$ cat src/rtl/commit_trace_buffer_pkg.sv
// ============================================================================
//  Module   : trace_pkg
//  Purpose  : Shared FSM encodings, record layout and sizing helpers for the
//             commit trace buffer.
//  Revision : 1.0 - initial release
// ============================================================================
`default_nettype none

package trace_pkg;

    typedef enum logic [1:0] {
        ST_IDLE    = 2'd0,
        ST_CAPTURE = 2'd1,
        ST_HALTED  = 2'd2
    } state_t;

    localparam int TR_DATA_W = 32;
    localparam int TR_SEQ_W  = 16;

    // Record layout, MSB to LSB: {seq, pc, inst}
    localparam int REC_W    = TR_SEQ_W + 2 * TR_DATA_W;
    localparam int INST_LSB = 0;
    localparam int PC_LSB   = TR_DATA_W;
    localparam int SEQ_LSB  = 2 * TR_DATA_W;

    function automatic int rec_w(input int seq_w, input int data_w);
        return seq_w + 2 * data_w;
    endfunction

    function automatic int pc_lsb(input int data_w);
        return data_w;
    endfunction

    function automatic int seq_lsb(input int data_w);
        return 2 * data_w;
    endfunction

endpackage

`default_nettype wire

$ cat src/rtl/commit_trace_buffer_if.sv
// ============================================================================
//  Module   : commit_trace_buffer_if
//  Purpose  : Commit-record input and valid/ready drain port of the trace buffer.
//  Revision : 1.0 - initial release
// ============================================================================
`default_nettype none

interface commit_trace_buffer_if #(
    parameter int DATA_W = 32,
    parameter int SEQ_W  = 16
);
    logic              commit_valid;
    logic [DATA_W-1:0] commit_pc;
    logic [DATA_W-1:0] commit_inst;
    logic              out_valid;
    logic              out_ready;
    logic [SEQ_W-1:0]  out_seq;
    logic [DATA_W-1:0] out_pc;
    logic [DATA_W-1:0] out_inst;

    // Environment side: CPU commit stream plus the trace reader
    modport master (
        output commit_valid, commit_pc, commit_inst, out_ready,
        input  out_valid, out_seq, out_pc, out_inst
    );

    modport slave (
        input  commit_valid, commit_pc, commit_inst, out_ready,
        output out_valid, out_seq, out_pc, out_inst
    );
endinterface

`default_nettype wire

$ cat src/rtl/commit_trace_buffer_fifo.sv
// ============================================================================
//  Module   : trace_fifo
//  Purpose  : First-word-fall-through FIFO with optional overwrite-oldest push.
//  Revision : 1.0 - initial release
// ============================================================================
`default_nettype none

module trace_fifo #(
    parameter int WIDTH = 80,
    parameter int DEPTH = 16
) (
    input  wire logic                   clk,
    input  wire logic                   rst,
    input  wire logic                   clear_i,
    input  wire logic                   push_i,
    input  wire logic                   force_push_i,
    input  wire logic                   pop_i,
    input  wire logic [WIDTH-1:0]       wdata_i,
    output logic      [WIDTH-1:0]       rdata_o,
    output logic      [$clog2(DEPTH):0] level_o,
    output logic                        full_o,
    output logic                        empty_o
);
    localparam int AW = $clog2(DEPTH);

    logic [WIDTH-1:0] mem_q [DEPTH];
    logic [AW-1:0]    wr_ptr_q;
    logic [AW-1:0]    rd_ptr_q;
    logic [AW:0]      level_q;
    logic [AW:0]      level_d;

    logic w_full;
    logic w_empty;
    logic w_pop;
    logic w_ovw;
    logic w_push;
    logic w_rd_adv;

    assign w_full  = (level_q == (AW+1)'(DEPTH));
    assign w_empty = (level_q == '0);

    // Overwrite only when full with no concurrent pop: the oldest entry is
    // discarded by advancing the read pointer alongside the write.
    assign w_pop    = pop_i & ~w_empty & ~clear_i;
    assign w_ovw    = push_i & force_push_i & w_full & ~w_pop & ~clear_i;
    assign w_push   = push_i & ~clear_i & (~w_full | w_pop | w_ovw);
    assign w_rd_adv = w_pop | w_ovw;

    always_comb begin
        level_d = level_q;
        case ({w_push, w_rd_adv})
            2'b10:   level_d = level_q + (AW+1)'(1);
            2'b01:   level_d = level_q - (AW+1)'(1);
            default: level_d = level_q;
        endcase
    end

    always_ff @(posedge clk or posedge rst) begin
        if (rst) begin
            wr_ptr_q <= '0;
            rd_ptr_q <= '0;
            level_q  <= '0;
        end else if (clear_i) begin
            wr_ptr_q <= '0;
            rd_ptr_q <= '0;
            level_q  <= '0;
        end else begin
            if (w_push)   wr_ptr_q <= wr_ptr_q + AW'(1);
            if (w_rd_adv) rd_ptr_q <= rd_ptr_q + AW'(1);
            level_q <= level_d;
        end
    end

    always_ff @(posedge clk) begin
        if (w_push) mem_q[wr_ptr_q] <= wdata_i;
    end

    assign rdata_o = w_empty ? '0 : mem_q[rd_ptr_q];
    assign level_o = level_q;
    assign full_o  = w_full;
    assign empty_o = w_empty;

endmodule

`default_nettype wire

$ cat src/rtl/commit_trace_buffer.sv
// ============================================================================
//  Module   : commit_trace_buffer
//  Purpose  : Captures retired-instruction records into an on-chip FIFO.
//             Optional commit-PC window filter: define TRACE_PC_FILTER_EN.
//  Revision : 1.0 - initial release
// ============================================================================
`default_nettype none

module commit_trace_buffer
    import trace_pkg::*;
#(
    parameter int DATA_W     = TR_DATA_W,
    parameter int DEPTH      = 16,
    parameter int SEQ_W      = TR_SEQ_W,
    parameter int STOP_COUNT = 0,
    parameter int RING_MODE  = 0
) (
    input  wire logic                   clk_in,
    input  wire logic                   reset,
    input  wire logic                   cap_en,
    input  wire logic                   clear,
`ifdef TRACE_PC_FILTER_EN
    input  wire logic [DATA_W-1:0]      filt_lo,
    input  wire logic [DATA_W-1:0]      filt_hi,
`endif
    commit_trace_buffer_if.slave        bus,
    output logic      [$clog2(DEPTH):0] level,
    output logic                        overflow,
    output logic                        halted
);
    localparam int RW    = rec_w(SEQ_W, DATA_W);
    localparam int PC_LO = pc_lsb(DATA_W);
    localparam int SQ_LO = seq_lsb(DATA_W);
    localparam int CNT_W = (STOP_COUNT > 0) ? $clog2(STOP_COUNT + 1) : 1;

    state_t           state_q;
    logic             halted_q;
    logic [SEQ_W-1:0] seq_q;
    logic [SEQ_W-1:0] seq_d;
    logic [CNT_W-1:0] captured_q;
    logic [CNT_W-1:0] captured_d;
    logic             overflow_q;
    logic             overflow_d;

    logic          w_eligible;
    logic          w_attempt;
    logic          w_pop;
    logic          w_stop_hit;
    logic          w_fifo_full;
    logic          w_fifo_empty;
    logic [RW-1:0] w_wdata;
    logic [RW-1:0] w_rdata;

`ifdef TRACE_PC_FILTER_EN
    assign w_eligible = (bus.commit_pc >= filt_lo) && (bus.commit_pc <= filt_hi);
`else
    assign w_eligible = 1'b1;
`endif

    // clear outranks any push or pop arriving in the same cycle
    assign w_attempt  = (state_q == ST_CAPTURE) & bus.commit_valid & w_eligible & ~clear;
    assign w_pop      = bus.out_ready & ~w_fifo_empty & ~clear;
    assign w_stop_hit = (STOP_COUNT != 0) & w_attempt &
                        ((captured_q + CNT_W'(1)) == CNT_W'(STOP_COUNT));

    always_ff @(posedge clk_in or posedge reset) begin
        if (reset) begin
            state_q  <= ST_IDLE;
            halted_q <= 1'b0;
        end else begin
            case (state_q)
                ST_IDLE: begin
                    if (cap_en) state_q <= ST_CAPTURE;
                end
                ST_CAPTURE: begin
                    if (w_stop_hit) begin
                        state_q  <= ST_HALTED;
                        halted_q <= 1'b1;
                    end else if (!cap_en) begin
                        state_q  <= ST_IDLE;
                    end
                end
                ST_HALTED: begin
                    if (clear) begin
                        state_q  <= ST_IDLE;
                        halted_q <= 1'b0;
                    end
                end
                default: begin
                    state_q  <= ST_IDLE;
                    halted_q <= 1'b0;
                end
            endcase
        end
    end

    // Sequence advances on dropped attempts too, so readers can spot gaps
    always_comb begin
        seq_d      = seq_q;
        captured_d = captured_q;
        overflow_d = overflow_q;
        if (clear) begin
            seq_d      = '0;
            captured_d = '0;
            overflow_d = 1'b0;
        end else if (w_attempt) begin
            seq_d = seq_q + SEQ_W'(1);
            if (STOP_COUNT != 0) captured_d = captured_q + CNT_W'(1);
            if (w_fifo_full && !w_pop) overflow_d = 1'b1;
        end
    end

    always_ff @(posedge clk_in or posedge reset) begin
        if (reset) begin
            seq_q      <= '0;
            captured_q <= '0;
            overflow_q <= 1'b0;
        end else begin
            seq_q      <= seq_d;
            captured_q <= captured_d;
            overflow_q <= overflow_d;
        end
    end

    assign w_wdata = {seq_q, bus.commit_pc, bus.commit_inst};

    trace_fifo #(
        .WIDTH (RW),
        .DEPTH (DEPTH)
    ) u_fifo (
        .clk          (clk_in),
        .rst          (reset),
        .clear_i      (clear),
        .push_i       (w_attempt),
        .force_push_i (RING_MODE != 0),
        .pop_i        (w_pop),
        .wdata_i      (w_wdata),
        .rdata_o      (w_rdata),
        .level_o      (level),
        .full_o       (w_fifo_full),
        .empty_o      (w_fifo_empty)
    );

    assign bus.out_valid = ~w_fifo_empty;
    assign bus.out_seq   = w_rdata[SQ_LO +: SEQ_W];
    assign bus.out_pc    = w_rdata[PC_LO +: DATA_W];
    assign bus.out_inst  = w_rdata[0 +: DATA_W];
    assign overflow      = overflow_q;
    assign halted        = halted_q;

endmodule

`default_nettype wire

$ cat src/flat_wrapper.sv
// flat-port wrapper written by rule: the top's interface ports become plain ports
module commit_trace_buffer_flat import trace_pkg::*;
#(
    parameter int DATA_W     = TR_DATA_W,
    parameter int DEPTH      = 16,
    parameter int SEQ_W      = TR_SEQ_W,
    parameter int STOP_COUNT = 0,
    parameter int RING_MODE  = 0
)
  (clk_in, reset, cap_en, clear, level, overflow, halted, bus_commit_valid, bus_commit_pc, bus_commit_inst, bus_out_ready, bus_out_valid, bus_out_seq, bus_out_pc, bus_out_inst);
  commit_trace_buffer_if #(.DATA_W(DATA_W), .SEQ_W(SEQ_W)) bus_i ();
  input  wire logic clk_in;
  input  wire logic reset;
  input  wire logic cap_en;
  input  wire logic clear;
  output logic      [$clog2(DEPTH):0] level;
  output logic overflow;
  output logic halted;
  input wire logic [$bits(bus_i.commit_valid)-1:0] bus_commit_valid;
  input wire logic [$bits(bus_i.commit_pc)-1:0] bus_commit_pc;
  input wire logic [$bits(bus_i.commit_inst)-1:0] bus_commit_inst;
  input wire logic [$bits(bus_i.out_ready)-1:0] bus_out_ready;
  output wire logic [$bits(bus_i.out_valid)-1:0] bus_out_valid;
  output wire logic [$bits(bus_i.out_seq)-1:0] bus_out_seq;
  output wire logic [$bits(bus_i.out_pc)-1:0] bus_out_pc;
  output wire logic [$bits(bus_i.out_inst)-1:0] bus_out_inst;
  assign bus_i.commit_valid = bus_commit_valid;
  assign bus_i.commit_pc = bus_commit_pc;
  assign bus_i.commit_inst = bus_commit_inst;
  assign bus_i.out_ready = bus_out_ready;
  assign bus_out_valid = bus_i.out_valid;
  assign bus_out_seq = bus_i.out_seq;
  assign bus_out_pc = bus_i.out_pc;
  assign bus_out_inst = bus_i.out_inst;
  commit_trace_buffer #(.DATA_W(DATA_W), .DEPTH(DEPTH), .SEQ_W(SEQ_W), .STOP_COUNT(STOP_COUNT), .RING_MODE(RING_MODE)) u_core (.clk_in(clk_in), .reset(reset), .cap_en(cap_en), .clear(clear), .bus(bus_i), .level(level), .overflow(overflow), .halted(halted));
endmodule
$ cat config.mk
export PLATFORM = sky130hd
export DESIGN_NAME = commit_trace_buffer_flat
export DESIGN_NICKNAME = d
export VERILOG_FILES = /design/src/rtl/commit_trace_buffer_pkg.sv /design/src/rtl/commit_trace_buffer_if.sv /design/src/rtl/commit_trace_buffer_fifo.sv /design/src/rtl/commit_trace_buffer.sv /design/src/flat_wrapper.sv
export SDC_FILE = /design/constraint.sdc
export NUM_CORES = 1
export LEC_CHECK = 0
export CORE_UTILIZATION = 48
export DETAILED_ROUTE_END_ITERATION = 12
export PLACE_DENSITY = 0.68
export SETUP_SLACK_MARGIN = 0.05
export SLEW_MARGIN = 20
export SYNTH_ARGS = -nofsm -noshare
export SYNTH_HDL_FRONTEND = slang
export SYNTH_SLANG_ARGS = --single-unit
$ cat constraint.sdc
create_clock -name clk_in -period 11 [get_ports clk_in]
set_input_delay 3.3 -clock clk_in [delete_from_list [all_inputs] [get_ports clk_in]]
set_output_delay 3.3 -clock clk_in [all_outputs]
set_load 0.005 [all_outputs]
==> summary.md <==
| Metric | Value |
|---|---|
| Status | `finished, final reports clean` |
| Post-Syn Instances | `2156` |
| Final setup fails | `0` |
| Clock transition at path regs | `roughly 0.06 ns` |
| Drt wl/cell | `between 20 and 30 um` |
| Combinational Power Share | `14.3%` |
| Clock share of power | `around 37%` |
| Fin Setup TNS | `0 ns` |
| Die H | `about 330 um` |
| WS Path Type | `flip-flop to primary output` |
| Non-Filler Instances | `around 3800` |
| Hold WS | `around 0.58 ns` |
| Root buf cell | `clkbuf_16` |
| Worst-skew pair later-pin latency | `roughly 0.74 ns` |
| Count of cell types in the netlist | `between 50 and 60` |
| Fin crit period | `7.67 ns` |
| Tcrit/Tclk final | `between 60% and 70%` |
| Sequential share of power | `48.8%` |
| Flop and latch count out of synthesis | `between 1000 and 1500` |
| Post-synthesis sequential area ratio | `just under 80%` |
| Port-buffer cells | `roughly 160` |
| Post-CTS Setup Inserts | `0` |
| P per Cell Area | `about 200 mW/mm^2` |
| Crit path depth | `6` |
| Fin. Hold Viols | `0` |
| Initial Util | `around half` |
| Number of global-route vias before repair | `around 24000` |
| M1 WL | `around 43000 um` |
| Layout Nets | `about 2400` |
| Max-slew headroom | `between 30% and 40%` |
| Critical path's top delay family | `simple AND/OR/NAND/NOR gates` |
| Drt total wl | `102000 um` |
| Area of placed instances | `around 0.053 sq mm` |
| Layout filler cell count | `7603` |
| # placed instances | `3608` |
| Worst Skew | `between 0.02 and 0.03 ns` |
| Initial DRC Count | `2201` |
| Lkg Pwr | `~17 nW` |
| Inserted Clock Buffers | `about 130` |
| Crit path capture type | `primary output` |
| Die area | `0.106 sq mm` |
| Clk sink count | `about 1300` |
| Avg Inst Size Synth | `roughly 23 sq um` |
| Adder-Cell Fraction of Synth Area | `0.264%` |
| Largest net degree at the start of global routing | `141` |
| Compound-Gate Fraction of Synth Area | `under 10%` |
| Longest Clk Path Bufs | `3` |
| CP max stage delay | `0.75 ns` |
| Worst-Margin Slew | `approximately 1.0 ns` |
| Worst Hold Path Cells | `2` |
| EDFF count, synth | `roughly 1300` |
| Syn Nets | `approximately 2200` |
| Die X | `approximately 330 um` |
| Worst Path Arrival | `between 4 and 5 ns` |
| Share of layout cells above drive strength 1 | `between 20% and 30%` |
| CTS resizes | `0` |
| Post-synthesis xor/xnor area fraction | `less than 1%` |
| Number of max-cap violations | `0` |
| Reg2reg path depth | `5` |
| Sw frac | `between 20% and 30%` |
| Critical Path RT | `7.70 ns` |
| Dpl hpwl | `54800 um` |
| Post-synthesis mux area share | `about 18%` |
| Slew Viols, Final | `0` |
| Number of nets with antenna violations after routing | `0` |
| Largest family of logic cells by synthesized area | `multiplexers` |
| Top sig layer | `met5` |
| CP Launch Type | `flip-flop` |
| Crit path max fanout | `between 40 and 50` |
| DRC viols | `0` |
| F_max | `~130 MHz` |
| Peak VDD IR | `0.000185 V` |
| Remaining global-route overflow | `0` |
| Io pins | `around 160` |
| First-pass GRT wire length | `about 150000 um` |
| Initial antenna violation count | `4` |
| Synth Area in Simple Gates | `about 1.1%` |
| P_int | `8.69 mW` |
| Final instance area | `0.0574 sq mm` |
| CP Buf/Inv Count | `2` |
| Cell area after synthesis | `0.0502 sq mm` |
| Total power | `approximately 11 mW` |
| CTS tree | `yes` |
| Cell row count | `roughly 120` |
| Drt pass-1 iters | `5` |
| Vias per Instance | `slightly below 6` |
| GPL Wtd Cong | `between 0.7 and 0.8` |
| Area grow syn2layout | `14.3%` |
| Hold buffer count at CTS | `0` |
| H-tree levels | `4` |
| Total global-route track usage | `19.6%` |
| Met2 WL | `51800 um` |
| Met3 WL | `between 5000 and 6000 um` |
| Worst hold path type | `flip-flop to flip-flop` |
| Ys flop type | `edfxtp_1` |
| Critical Path, Cell by Cell | `or4_1 > nor2_4 > or2_4 > buf_4 > o22ai_1 > clkdlybuf4s50_1` |
| RSZ-0062 raised after global routing | `no` |
| Post-synthesis async set-or-reset flop share | `2.36%` |
| Slowest-stage cell, CP | `or4_1` |
| Synth Warn # | `0` |
| Core region area | `around 0.10 sq mm` |
| Vias | `roughly 22000` |
| Sw Pwr | `~2.7 mW` |
[cell usage in the layout (no fill, tap or decap), drive strengths merged, types with 5 or more instances in the layout]
master         netlist  final
a21oi                8      8
and2                13     13
buf                 72     32
bufinv               0      5
clkbuf              44    163
clkdlybuf4s50        0    156
clkinv               0     51
dfrtp               31     31
edfxtp            1280   1280
ha                   9      9
inv                 14     25
mux2i              165    165
mux4               320    320
nand2               10     10
nand4                8      8
nor2                30     30
o21ai                5      5
o22ai               80     80
or3                  5      5
xnor2                8      8
xor2                 8      8
[cell families (layout without fill, tap and decap cells)]
group / Yosys count / in the layout
xor+xnor: 16 / 16
simple gates: 95 / 95
mux: 487 / 487
buf+inv: 130 / 435
compound gates: 106 / 106
other cells: 1 / 2
fa+ha+maj: 10 / 10
flops: 1311 / 1311
[cell type report]
type                       count  area [sq um]  share of cell area, %
multi-input combinational    715         10500                   18.2
sequential                  1311         39200                   68.4
clock buffer                 163          3470                   6.05
antenna                        1          2.50                0.00436
timing repair buffer         188          1880                   3.28
tap                         1380          1730                   3.01
clock inverter                70           551                  0.959
inverter                      14          52.6                 0.0916
[power groups by stage]
stage	Combinational [mW]	Clock [mW]	Sequential [mW]
after floorplan	0.984	0	5.61
after global placement	1.65	0	5.64
after detailed placement	1.66	0	5.64
after CTS	1.67	4.27	5.54
after global routing	1.75	4.45	5.54
final	1.63	4.19	5.54
[Yosys cell counts, types with 2 or more instances]
cell / count / area [sq um]
buf_1: 7 / 26.3
nand2_1: 10 / 37.5
o21ai_0: 3 / 15.0
or2_2: 3 / 18.8
buf_2: 55 / 275
o211ai_1: 3 / 22.5
xnor2_1: 8 / 70.1
clkbuf_1: 44 / 165
ha_1: 9 / 113
nor3_1: 2 / 10.0
a211oi_1: 2 / 15.0
inv_1: 14 / 52.6
buf_4: 10 / 75.1
edfxtp_1: 1280 / 38400
xor2_1: 8 / 70.1
a21oi_1: 7 / 35.0
nor2_1: 29 / 109
o22ai_1: 80 / 500
mux4_2: 320 / 7210
mux2_4: 2 / 30.0
mux2i_1: 164 / 1640
nand2b_1: 4 / 25.0
dfrtp_1: 31 / 776
and2_1: 13 / 81.3
o31ai_1: 2 / 15.0
nand4_1: 8 / 50.1
or3_1: 5 / 31.3
nor4_1: 2 / 12.5
or4_1: 4 / 30.0
nand3_1: 4 / 20.0
[per-layer routing]
metal  track usage (%)  up-vias
met5                 0        -
met4              5.61        8
met3              3.60      138
met2              32.5      662
met1              26.6    11900
li1                  -     9610
[worst min-delay path, stage by stage (launching register included)]
cell     delay, ns
dfrtp_1       0.39
a31oi_1       0.06
nor2_1        0.09
[path summary, 6_finish.rpt]
path                                          startpoint                          to  slack, ns
worst max-delay path            u_core.u_fifo.level_o[1]             bus_out_seq[11]       3.33
worst min-delay path                     u_core.overflow             u_core.overflow       0.58
worst max register to register  u_core.u_fifo.level_o[4]  u_core.u_fifo.mem_q[9][23]       7.24
worst min register to register           u_core.overflow             u_core.overflow       0.58
max in group asynchronous                          reset   u_core.u_fifo.rd_ptr_q[0]       7.70
min in group asynchronous                          reset   u_core.u_fifo.rd_ptr_q[1]       2.97
[through the flow]
| step | utilization (%) | worst slack [ns] |
|---|---|---|
| after floorplan | - | 3.28 |
| final | 55.4 | 3.33 |
| after global routing | 55.4 | 3.14 |
| after detailed placement | 51.5 | 3.92 |
| after global placement | 51.4 | 4.01 |
| after CTS | 55.4 | 3.21 |
[state kept, by name, summed over array words and instances, names as in the netlist]
| signal | cells |
|---|---|
| u_core.overflow | 1 |
| u_core.state_q | 1 |
| u_core.u_fifo.wr_ptr_q | 4 |
| u_core.u_fifo.level_o | 5 |
| u_core.u_fifo.rd_ptr_q | 4 |
| u_core.u_fifo.mem_q | 1280 |
| u_core.seq_q | 16 |
No activity file was read; power rests on OpenSTA's default activity.
